===== src/rtl/argmax_collect_ctrl_if.sv =====
// Bundle between the argmax collection controller and its neighbours:
// the output-layer neurons, the argmax compare unit and the downstream consumer.
//
// Handshake semantics:
//   - neuron_vld[i] is accepted when in_ready=1.
//   - max_din_vld and max_idx_vld are single-cycle strobes with no back-pressure.
//   - result_valid/result_ready is a strict valid/ready pair:
//     - A transfer happens on a clock edge where both are high.
//     - Once result_valid rises, it and result_idx stay stable until that transfer.
//     - result_ready has no effect while result_valid is low.
interface argmax_collect_ctrl_if #(
  parameter int NUM_NEURON = 10,
  parameter int DATA_WIDTH = 16
);
  logic [NUM_NEURON*DATA_WIDTH-1:0] neuron_out;
  logic [NUM_NEURON-1:0]            neuron_vld;
  logic                             in_ready;
  logic [NUM_NEURON*DATA_WIDTH-1:0] max_din;
  logic                             max_din_vld;
  logic [31:0]                      max_idx;
  logic                             max_idx_vld;
  logic [31:0]                      result_idx;
  logic                             result_valid;
  logic                             result_ready;
  logic                             busy;
  logic                             timeout_err;
  logic                             dup_err;
  logic [15:0]                      infer_count;
  logic [2:0]                       state_dbg;

  modport master (
    output neuron_out, neuron_vld, max_idx, max_idx_vld, result_ready,
    input  in_ready, max_din, max_din_vld, result_idx, result_valid,
           busy, timeout_err, dup_err, infer_count, state_dbg
  );

  modport slave (
    input  neuron_out, neuron_vld, max_idx, max_idx_vld, result_ready,
    output in_ready, max_din, max_din_vld, result_idx, result_valid,
           busy, timeout_err, dup_err, infer_count, state_dbg
  );
endinterface


===== src/rtl/argmax_collect_ctrl.sv =====
// Collects per-neuron output-layer results into a packed vector.
// Once every neuron has reported, it launches one argmax compare.
// The returned class index is then held on a valid/ready handshake.
// Also provides a collection watchdog, sticky duplicate detection and an inference counter.
module argmax_collect_ctrl #(
  parameter int NUM_NEURON = 10,
  parameter int DATA_WIDTH = 16,
  parameter int TIMEOUT    = 1024
) (
  input  logic                  clk,
  input  logic                  rst,
  argmax_collect_ctrl_if.slave  bus
);
  localparam int VW   = NUM_NEURON * DATA_WIDTH;
  // Watchdog only ever needs to reach TIMEOUT-1 (it restarts on COLLECT entry).
  localparam int WD_W = (TIMEOUT > 1) ? $clog2(TIMEOUT) : 1;
  localparam logic [WD_W-1:0] WD_LAST = WD_W'((TIMEOUT > 0) ? (TIMEOUT - 1) : 0);

  typedef enum logic [2:0] {
    S_IDLE    = 3'd0,
    S_COLLECT = 3'd1,
    S_LAUNCH  = 3'd2,
    S_WAIT    = 3'd3,
    S_HOLD    = 3'd4
  } state_t;

  state_t                state_q, state_d;
  logic                  in_rdy, busy_o, launch_o, rvalid_o;
  logic [NUM_NEURON-1:0] mask_q, accept_v, dup_v, mask_cap;
  logic                  all_in, wd_expire, abort, handshake;
  logic [VW-1:0]         buf_q;
  logic [WD_W-1:0]       wd_q;
  logic [31:0]           ridx_q;
  logic                  dup_q, tout_q;
  logic [15:0]           cnt_q;

  // Per-neuron accept/duplicate split and the mask as it stands after this cycle's captures.
  always_comb begin
    accept_v  = bus.neuron_vld & ~mask_q & {NUM_NEURON{in_rdy}};
    dup_v     = bus.neuron_vld &  mask_q & {NUM_NEURON{in_rdy}};
    mask_cap  = mask_q | accept_v;
    all_in    = &mask_cap;
    wd_expire = (TIMEOUT != 0) && (wd_q == WD_LAST);
    abort     = (state_q == S_COLLECT) && !all_in && wd_expire;
    handshake = (state_q == S_HOLD) && bus.result_ready;
  end

  // State register.
  always_ff @(posedge clk) begin
    if (rst) state_q <= S_IDLE;
    else     state_q <= state_d;
  end

  // Next-state logic: completion is tested before the watchdog so it wins a tie.
  always_comb begin
    state_d = state_q;
    case (state_q)
      S_IDLE:    if (|bus.neuron_vld) state_d = all_in ? S_LAUNCH : S_COLLECT;
      S_COLLECT: begin
        if (all_in)         state_d = S_LAUNCH;
        else if (wd_expire) state_d = S_IDLE;
      end
      S_LAUNCH:  state_d = S_WAIT;
      S_WAIT:    if (bus.max_idx_vld) state_d = S_HOLD;
      S_HOLD:    if (bus.result_ready) state_d = S_IDLE;
      default:   state_d = S_IDLE;
    endcase
  end

  // State-decoded outputs.
  always_comb begin
    in_rdy   = (state_q == S_IDLE) || (state_q == S_COLLECT);
    busy_o   = (state_q != S_IDLE);
    launch_o = (state_q == S_LAUNCH);
    rvalid_o = (state_q == S_HOLD);
  end

  // Datapath: buffer capture, mask, watchdog, result capture, error flags and counter.
  always_ff @(posedge clk) begin
    if (rst) begin
      mask_q <= '0;
      buf_q  <= '0;
      wd_q   <= '0;
      ridx_q <= '0;
      dup_q  <= 1'b0;
      tout_q <= 1'b0;
      cnt_q  <= '0;
    end else begin
      tout_q <= abort;
      for (int i = 0; i < NUM_NEURON; i++) begin
        if (accept_v[i])
          buf_q[i*DATA_WIDTH +: DATA_WIDTH] <= bus.neuron_out[i*DATA_WIDTH +: DATA_WIDTH];
      end
      if (abort || handshake) mask_q <= '0;
      else                    mask_q <= mask_cap;
      if (|dup_v) dup_q <= 1'b1;
      if (state_q != S_COLLECT)                      wd_q <= '0;
      else if ((TIMEOUT != 0) && !wd_expire)         wd_q <= wd_q + 1'b1;
      if ((state_q == S_WAIT) && bus.max_idx_vld)    ridx_q <= bus.max_idx;
      if (handshake)                                 cnt_q <= cnt_q + 16'd1;
    end
  end

  assign bus.in_ready     = in_rdy;
  assign bus.busy         = busy_o;
  assign bus.max_din_vld  = launch_o;
  assign bus.max_din      = buf_q;
  assign bus.result_valid = rvalid_o;
  assign bus.result_idx   = ridx_q;
  assign bus.timeout_err  = tout_q;
  assign bus.dup_err      = dup_q;
  assign bus.infer_count  = cnt_q;
  assign bus.state_dbg    = state_q;
endmodule

===== src/flat_wrapper.sv =====
// flat-port wrapper written by rule: the top's interface ports become plain ports
module argmax_collect_ctrl_flat 
#(
  parameter int NUM_NEURON = 10,
  parameter int DATA_WIDTH = 16,
  parameter int TIMEOUT    = 1024
)
  (clk, rst, bus_neuron_out, bus_neuron_vld, bus_max_idx, bus_max_idx_vld, bus_result_ready, bus_in_ready, bus_max_din, bus_max_din_vld, bus_result_idx, bus_result_valid, bus_busy, bus_timeout_err, bus_dup_err, bus_infer_count, bus_state_dbg);
  argmax_collect_ctrl_if #(.NUM_NEURON(NUM_NEURON), .DATA_WIDTH(DATA_WIDTH)) bus_i ();
  input  logic clk;
  input  logic rst;
  input wire logic [$bits(bus_i.neuron_out)-1:0] bus_neuron_out;
  input wire logic [$bits(bus_i.neuron_vld)-1:0] bus_neuron_vld;
  input wire logic [$bits(bus_i.max_idx)-1:0] bus_max_idx;
  input wire logic [$bits(bus_i.max_idx_vld)-1:0] bus_max_idx_vld;
  input wire logic [$bits(bus_i.result_ready)-1:0] bus_result_ready;
  output wire logic [$bits(bus_i.in_ready)-1:0] bus_in_ready;
  output wire logic [$bits(bus_i.max_din)-1:0] bus_max_din;
  output wire logic [$bits(bus_i.max_din_vld)-1:0] bus_max_din_vld;
  output wire logic [$bits(bus_i.result_idx)-1:0] bus_result_idx;
  output wire logic [$bits(bus_i.result_valid)-1:0] bus_result_valid;
  output wire logic [$bits(bus_i.busy)-1:0] bus_busy;
  output wire logic [$bits(bus_i.timeout_err)-1:0] bus_timeout_err;
  output wire logic [$bits(bus_i.dup_err)-1:0] bus_dup_err;
  output wire logic [$bits(bus_i.infer_count)-1:0] bus_infer_count;
  output wire logic [$bits(bus_i.state_dbg)-1:0] bus_state_dbg;
  assign bus_i.neuron_out = bus_neuron_out;
  assign bus_i.neuron_vld = bus_neuron_vld;
  assign bus_i.max_idx = bus_max_idx;
  assign bus_i.max_idx_vld = bus_max_idx_vld;
  assign bus_i.result_ready = bus_result_ready;
  assign bus_in_ready = bus_i.in_ready;
  assign bus_max_din = bus_i.max_din;
  assign bus_max_din_vld = bus_i.max_din_vld;
  assign bus_result_idx = bus_i.result_idx;
  assign bus_result_valid = bus_i.result_valid;
  assign bus_busy = bus_i.busy;
  assign bus_timeout_err = bus_i.timeout_err;
  assign bus_dup_err = bus_i.dup_err;
  assign bus_infer_count = bus_i.infer_count;
  assign bus_state_dbg = bus_i.state_dbg;
  argmax_collect_ctrl #(.NUM_NEURON(NUM_NEURON), .DATA_WIDTH(DATA_WIDTH), .TIMEOUT(TIMEOUT)) u_core (.clk(clk), .rst(rst), .bus(bus_i));
endmodule

===== config.mk =====
export PLATFORM = sky130hd
export DESIGN_NAME = argmax_collect_ctrl_flat
export DESIGN_NICKNAME = d
export VERILOG_FILES = /design/src/rtl/argmax_collect_ctrl_if.sv /design/src/rtl/argmax_collect_ctrl.sv /design/src/flat_wrapper.sv
export SDC_FILE = /design/constraint.sdc
export NUM_CORES = 1
export LEC_CHECK = 0
export BUFFER_PORTS_ARGS = -buffer_cell sky130_fd_sc_hd__buf_2
export CORE_AREA = 2 2 165 167
export CTS_BUF_LIST = sky130_fd_sc_hd__clkbuf_4 sky130_fd_sc_hd__clkbuf_8
export CTS_CLUSTER_SIZE = 24
export DETAILED_ROUTE_END_ITERATION = 16
export DIE_AREA = 0 0 167 169
export GPL_TIMING_DRIVEN = 0
export PLACE_DENSITY = 0.69
export SETUP_SLACK_MARGIN = 0.05
export SLEW_MARGIN = 10
export SYNTH_ARGS = -nofsm -noshare
export SYNTH_HDL_FRONTEND = slang
export SYNTH_SLANG_ARGS = --single-unit

===== constraint.sdc =====
create_clock -name clk -period 3.4 [get_ports clk]
set_input_delay 0.68 -clock clk [delete_from_list [all_inputs] [get_ports clk]]
set_output_delay 0.68 -clock clk [all_outputs]
set_load 0.01 [all_outputs]

-- Word-level counts from Yosys, hierarchy flattened
Index checks and enable logic that the tools add are counted.
- register bits after elaboration: 233
- input port bits: 206
- output and inout bits: 217
- word-level logic and storage cells: 57
- add/sub/neg operators: 2
- equal/unequal tests: 10
- multiplexer cells: 7
- bitwise logic cells: 6
- reduce and logical (&&, ||, !) cells: 15
- operators by type and width (cell ; number):
    AND 10 bit ; 4
    OR reduction 10 bit ; 2
    adder 16 x 1 -> 16 bit, second input constant ; 1
    2-to-1 mux 3 bit ; 5
    case mux 3 bit (5 select lines) ; 1
    adder 10 x 1 -> 10 bit, second input constant ; 1
    == test 10 bit, second input constant ; 1
    inverter 10 bit ; 1
    bitwise OR 10 bit ; 1
    AND reduction 10 bit ; 1
    == test 3 x 2 -> 1 bit, second input constant ; 2
    inequality test 3 x 1 -> 1 bit, second input constant ; 2
    logical AND 1 bit ; 4
    inequality test 2 bit, second input constant ; 2
    AND reduction 4 bit ; 1
    OR reduction 2 bit ; 2
    == test 3 x 1 -> 1 bit, second input constant ; 1
    == test 3 bit, second input constant ; 1
    zero test 3 bit ; 1
    nonzero test 3 bit ; 1
    logical OR 1 bit ; 2
    2-to-1 mux 2 bit ; 1
    inequality test 2 x 1 -> 1 bit, second input constant ; 1
    zero test 1 bit ; 1

-- Logic depth before layout (Yosys ltp)
- word-level depth: 10
- mapped depth: 9
- mapped depth without buffers: 5

-- Least setup slack after synthesis
Ideal clock, no wire load.
- path kind: input -> register
- start: input port bus_result_ready
- end: register u_core.cnt_q[15] (netlist: u_core.bus.infer_count[15])
- library setup time: 70 ps
- arrival time: 1861 ps
- required time: 3330 ps
- slack: 1469 ps
- cell stages on the path: 7
- path buffers: 2
- path through: and4bb_1 -> buf_4 -> and4_1 -> buf_4 -> nand3_2 -> or3_1 -> a21oi_1
- longest elaborated chain between the ends: 1
- RTL lines (item ; line ; source):
    start: declaration ; flat_wrapper.sv:16 ; input wire logic [$bits(bus_i.result_ready)-1:0] bus_result_ready;
    logical AND 1 bit ; argmax_collect_ctrl.sv:45 ; handshake = (state_q == S_HOLD) && bus.result_ready;
    end signal: assignment ; argmax_collect_ctrl.sv:100 ; if (handshake) cnt_q <= cnt_q + 16'd1;
    end: declaration ; argmax_collect_ctrl.sv:35 ; logic [15:0] cnt_q;
No other way between the ends.
A chain may end at the register's enable or synchronous reset.

-- Worst setup path in the final report
- start: register u_core.state_q[2] (netlist: u_core.bus.state_dbg[2])
- end: output port bus_in_ready
- longest elaborated chain between the ends: 2
- elaborated cells on any way between the ends: 3
- classes of those cells: eq/ne (1); reduce/logical (2)
- RTL lines (item ; line ; source):
    start: declaration ; argmax_collect_ctrl.sv:27 ; state_t state_q, state_d;
    start signal: assignment ; argmax_collect_ctrl.sv:51 ; else state_q <= state_d;
    == test 3 x 1 -> 1 bit / zero test 3 bit (equally long branches) ; argmax_collect_ctrl.sv:72 ; in_rdy = (state_q == S_IDLE) || (state_q == S_COLLECT);
    logical OR 1 bit * ; argmax_collect_ctrl.sv:72 ;
    end: declaration ; flat_wrapper.sv:17 ; output wire logic [$bits(bus_i.in_ready)-1:0] bus_in_ready;
Every way passes the cells marked *; elsewhere a longest branch is shown, timed or not.

==> metrics <==
CP peak stage delay=0.41 ns; sw frac=25.9%; clk sink count=233; root buffer cell=clkbuf_8; GPL Wtd Cong=0.820; Die Height=169 um; Cells after Synth=1068; CTS Buf Count=42; Max Slew Vio Count=0; Lkg Pwr=0.00555 uW; GRT overflow=0; Cells after DPL=1830; die width=167 um; Tcrit/Tclk final=90.6%; cell with the most instances after synthesis=nand2_1; CP Max Fanout=10; Layout Cells excl Fill=1907; placeable core area=0.0265 sq mm; Post-synth top flop=dfxtp_1; internal power=4840 uW; VDD IR max=0.358 mV; routed wire length=28900 um; simple-gate share of the synthesized area=24.8%; H-tree Lvls=2; hold-fix buffers at CTS=0; Adder-Cell Fraction of Synth Area=0.295%; IO Pins=423; crit path DAT=2.40 ns; Tmin final=3.08 ns; max cap viols=0; Synthesized Nets=1276; main combinational cell family by area after synthesis=simple AND/OR/NAND/NOR gates; post-synthesis mux area share=0.471%; post-CTS setup buffers=0; Post-synth EDFFs=0; vias in the first global route=8621; CP max stage cell=buf_1; Yosys top cell by area=dfxtp_1; post-synth cell types=45; CP endpoint kind=output port; Total GRT Usage=19.5%; initial core utilization=32.0%; DRC Markers=0; Synth top area share=54.9%; synth cell count leaders=nand2_1 (406), dfxtp_1 (233), a21oi_1 (207); Layout area overhead=40.8%; RSZ-0062 raised after global routing=false; Syn Area/Cell=7.95 sq um; combinational group share of total power=11.3%; # setup viols final=0; Setup Skew=0.0206 ns; number of fill cells=2726; Worst slew margin=39.6%; TritonRoute pass-1 iters=5; post-DR vias/cell=4.72; I/O Buffers=421; critical path, cell by cell=buf_2 > nor2_2 > buf_2 > buf_1 > buf_2; WS Path Type=flip-flop to output port; Reg power frac=45.1%; M1 GR Usage=22.9%; synthesized flop and latch total=233; Seq/Total Area, Yosys=54.9%; crit-path most repeated cell=buf_2; number of antenna violations at the first check in global routing=3; critical path required time=2.72 ns; M3 GR Usage=6.34%; CTS clock-pin slew for the worst setup and hold paths=0.06 ns; worst slew pin tran=0.905 ns; XOR/XNOR share of the synthesized area=1.96%; min-delay worst type=input pin to flip-flop; status=finished, final reports clean; highest clock rate=325 MHz; Yosys Warn Count=0; asr flop ratio synth=0%; DR WL/cell=15.1 um; GR Util met2=33.0%; via count=9010; P_sw=1690 uW; worst skew pair latency=0.54 ns; setup TNS=0 ns; Multi-input gate area=0.00354 sq mm; Nets=1741; first-pass GRT wire length=44800 um; Clk pwr share=43.6%; Fin. Hold Viols=0; GR peak layer=met2; Rows=60; largest buffer count on any clock path=3; layout cells sized above 1=33.1%; die area=0.0282 sq mm; Startpoint Class=flip-flop; Iter 0 DRT Violations=465; post-DP HPWL=22100 um; register area=0.00466 sq mm; Pwr per Cell Area=546 mW/mm^2; CTS tree=yes; Synth area leaders=dfxtp_1 (55%), nand2_1 (18%), a21oi_1 (12%); antenna viol nets, final=0; largest net degree at the start of global routing=11; Compound-Gate Fraction of Synth Area=14.1%; # resized after CTS=0; synthesized area=0.00849 sq mm
[layout by cell type, fill, tap and decap left out, drive strengths merged, types with 2 or more instances in the layout]
master / count
and4: 4
o311ai: 2
nor2b: 10
clkbuf: 127
nand4: 12
or2: 9
nand4b: 2
or3: 3
clkinvlp: 2
mux2i: 4
nor3b: 3
nand3: 5
o22ai: 5
xnor2: 3
ha: 2
diode: 2
and3: 5
buf: 431
o21ai: 2
dfxtp: 233
nor4: 4
nor3: 3
a21oi: 207
inv: 2
nor2: 40
xor2: 16
a22oi: 3
nand2: 406
clkinv: 5
[power groups by stage]
stage                     sequential (uW)  combinational (uW)  clock (uW)
after floorplan                      3050                 316           0
after global placement               3000                 736           0
after detailed placement             3000                 744           0
after CTS                            2940                 746        2940
after global routing                 2960                 825        3060
final                                2940                 741        2850
[metrics by stage]
step           area, sq um  hold slack, ns  total power (uW)  utilization [%]  setup WS, ns
3_5_place_dp         11000           0.443              3750             41.6         0.802
2_1_floorplan         8490           0.472              3370                -          1.47
3_3_place_gp         11000           0.439              3730             41.6         0.796
6_report             12000           0.369              6530             45.1         0.319
4_1_cts              12000           0.329              6630             45.1         0.208
5_1_grt              12000           0.348              6840             45.1        0.0687
[logic make-up (layout without fill, tap and decap cells)]
family / Yosys count / in the layout
XOR/XNOR: 19 / 19
AND/OR/NAND/NOR: 510 / 510
AO/OA/AOI/OAI: 228 / 228
multiplexers: 4 / 4
flip-flops: 233 / 233
adder cells (fa/ha/maj): 2 / 2
buffers and inverters: 72 / 568
other: 0 / 2
[path summary, 6_finish.rpt]
kind / cells past startpoint / slack (ns) / end / start
setup / recovery: 5 / 0.32 / bus_in_ready / u_core.bus.state_dbg[2]
hold / removal: 3 / 0.37 / u_core.bus.max_din[42] / bus_neuron_out[42]
setup reg to reg: 9 / 0.98 / u_core.bus.max_din[75] / u_core.bus.state_dbg[2]
hold reg to reg: 2 / 0.45 / u_core.bus.max_din[8] / u_core.bus.max_din[8]
[layer usage]
layer	routed length, um	vias to the layer above
met5	16	-
met4	1110	2
met3	2510	87
met2	13500	370
met1	11800	4099
li1	-	4452
[critical path, delay by kind of cell, from the launching register on]
family | cells | cell delay (ns)
buffers and inverters | 4 | 1.17
and+or+nand+nor | 1 | 0.40
DFF | 1 | 0.30
[flip-flops by register name, summed over array words and instances, names as in the netlist]
signal and flops:
u_core.bus.dup_err 1, u_core.bus.infer_count 16, u_core.bus.max_din 160, u_core.bus.result_idx 32
u_core.bus.state_dbg 3, u_core.bus.timeout_err 1, u_core.mask_q 10, u_core.wd_q 10
[area by class of cell]
type                    instances  area share [%]
diodes                          2          0.0418
plain buffers                  70            2.32
clock buffers                  67            7.19
clock inverters                 8           0.586
inverters                       2          0.0628
multi-input cells             763            29.6
flip-flops and latches        233            39.0
well taps                     341            3.57
repair buffers                421            17.6
Power figures use the tool's default switching activity.
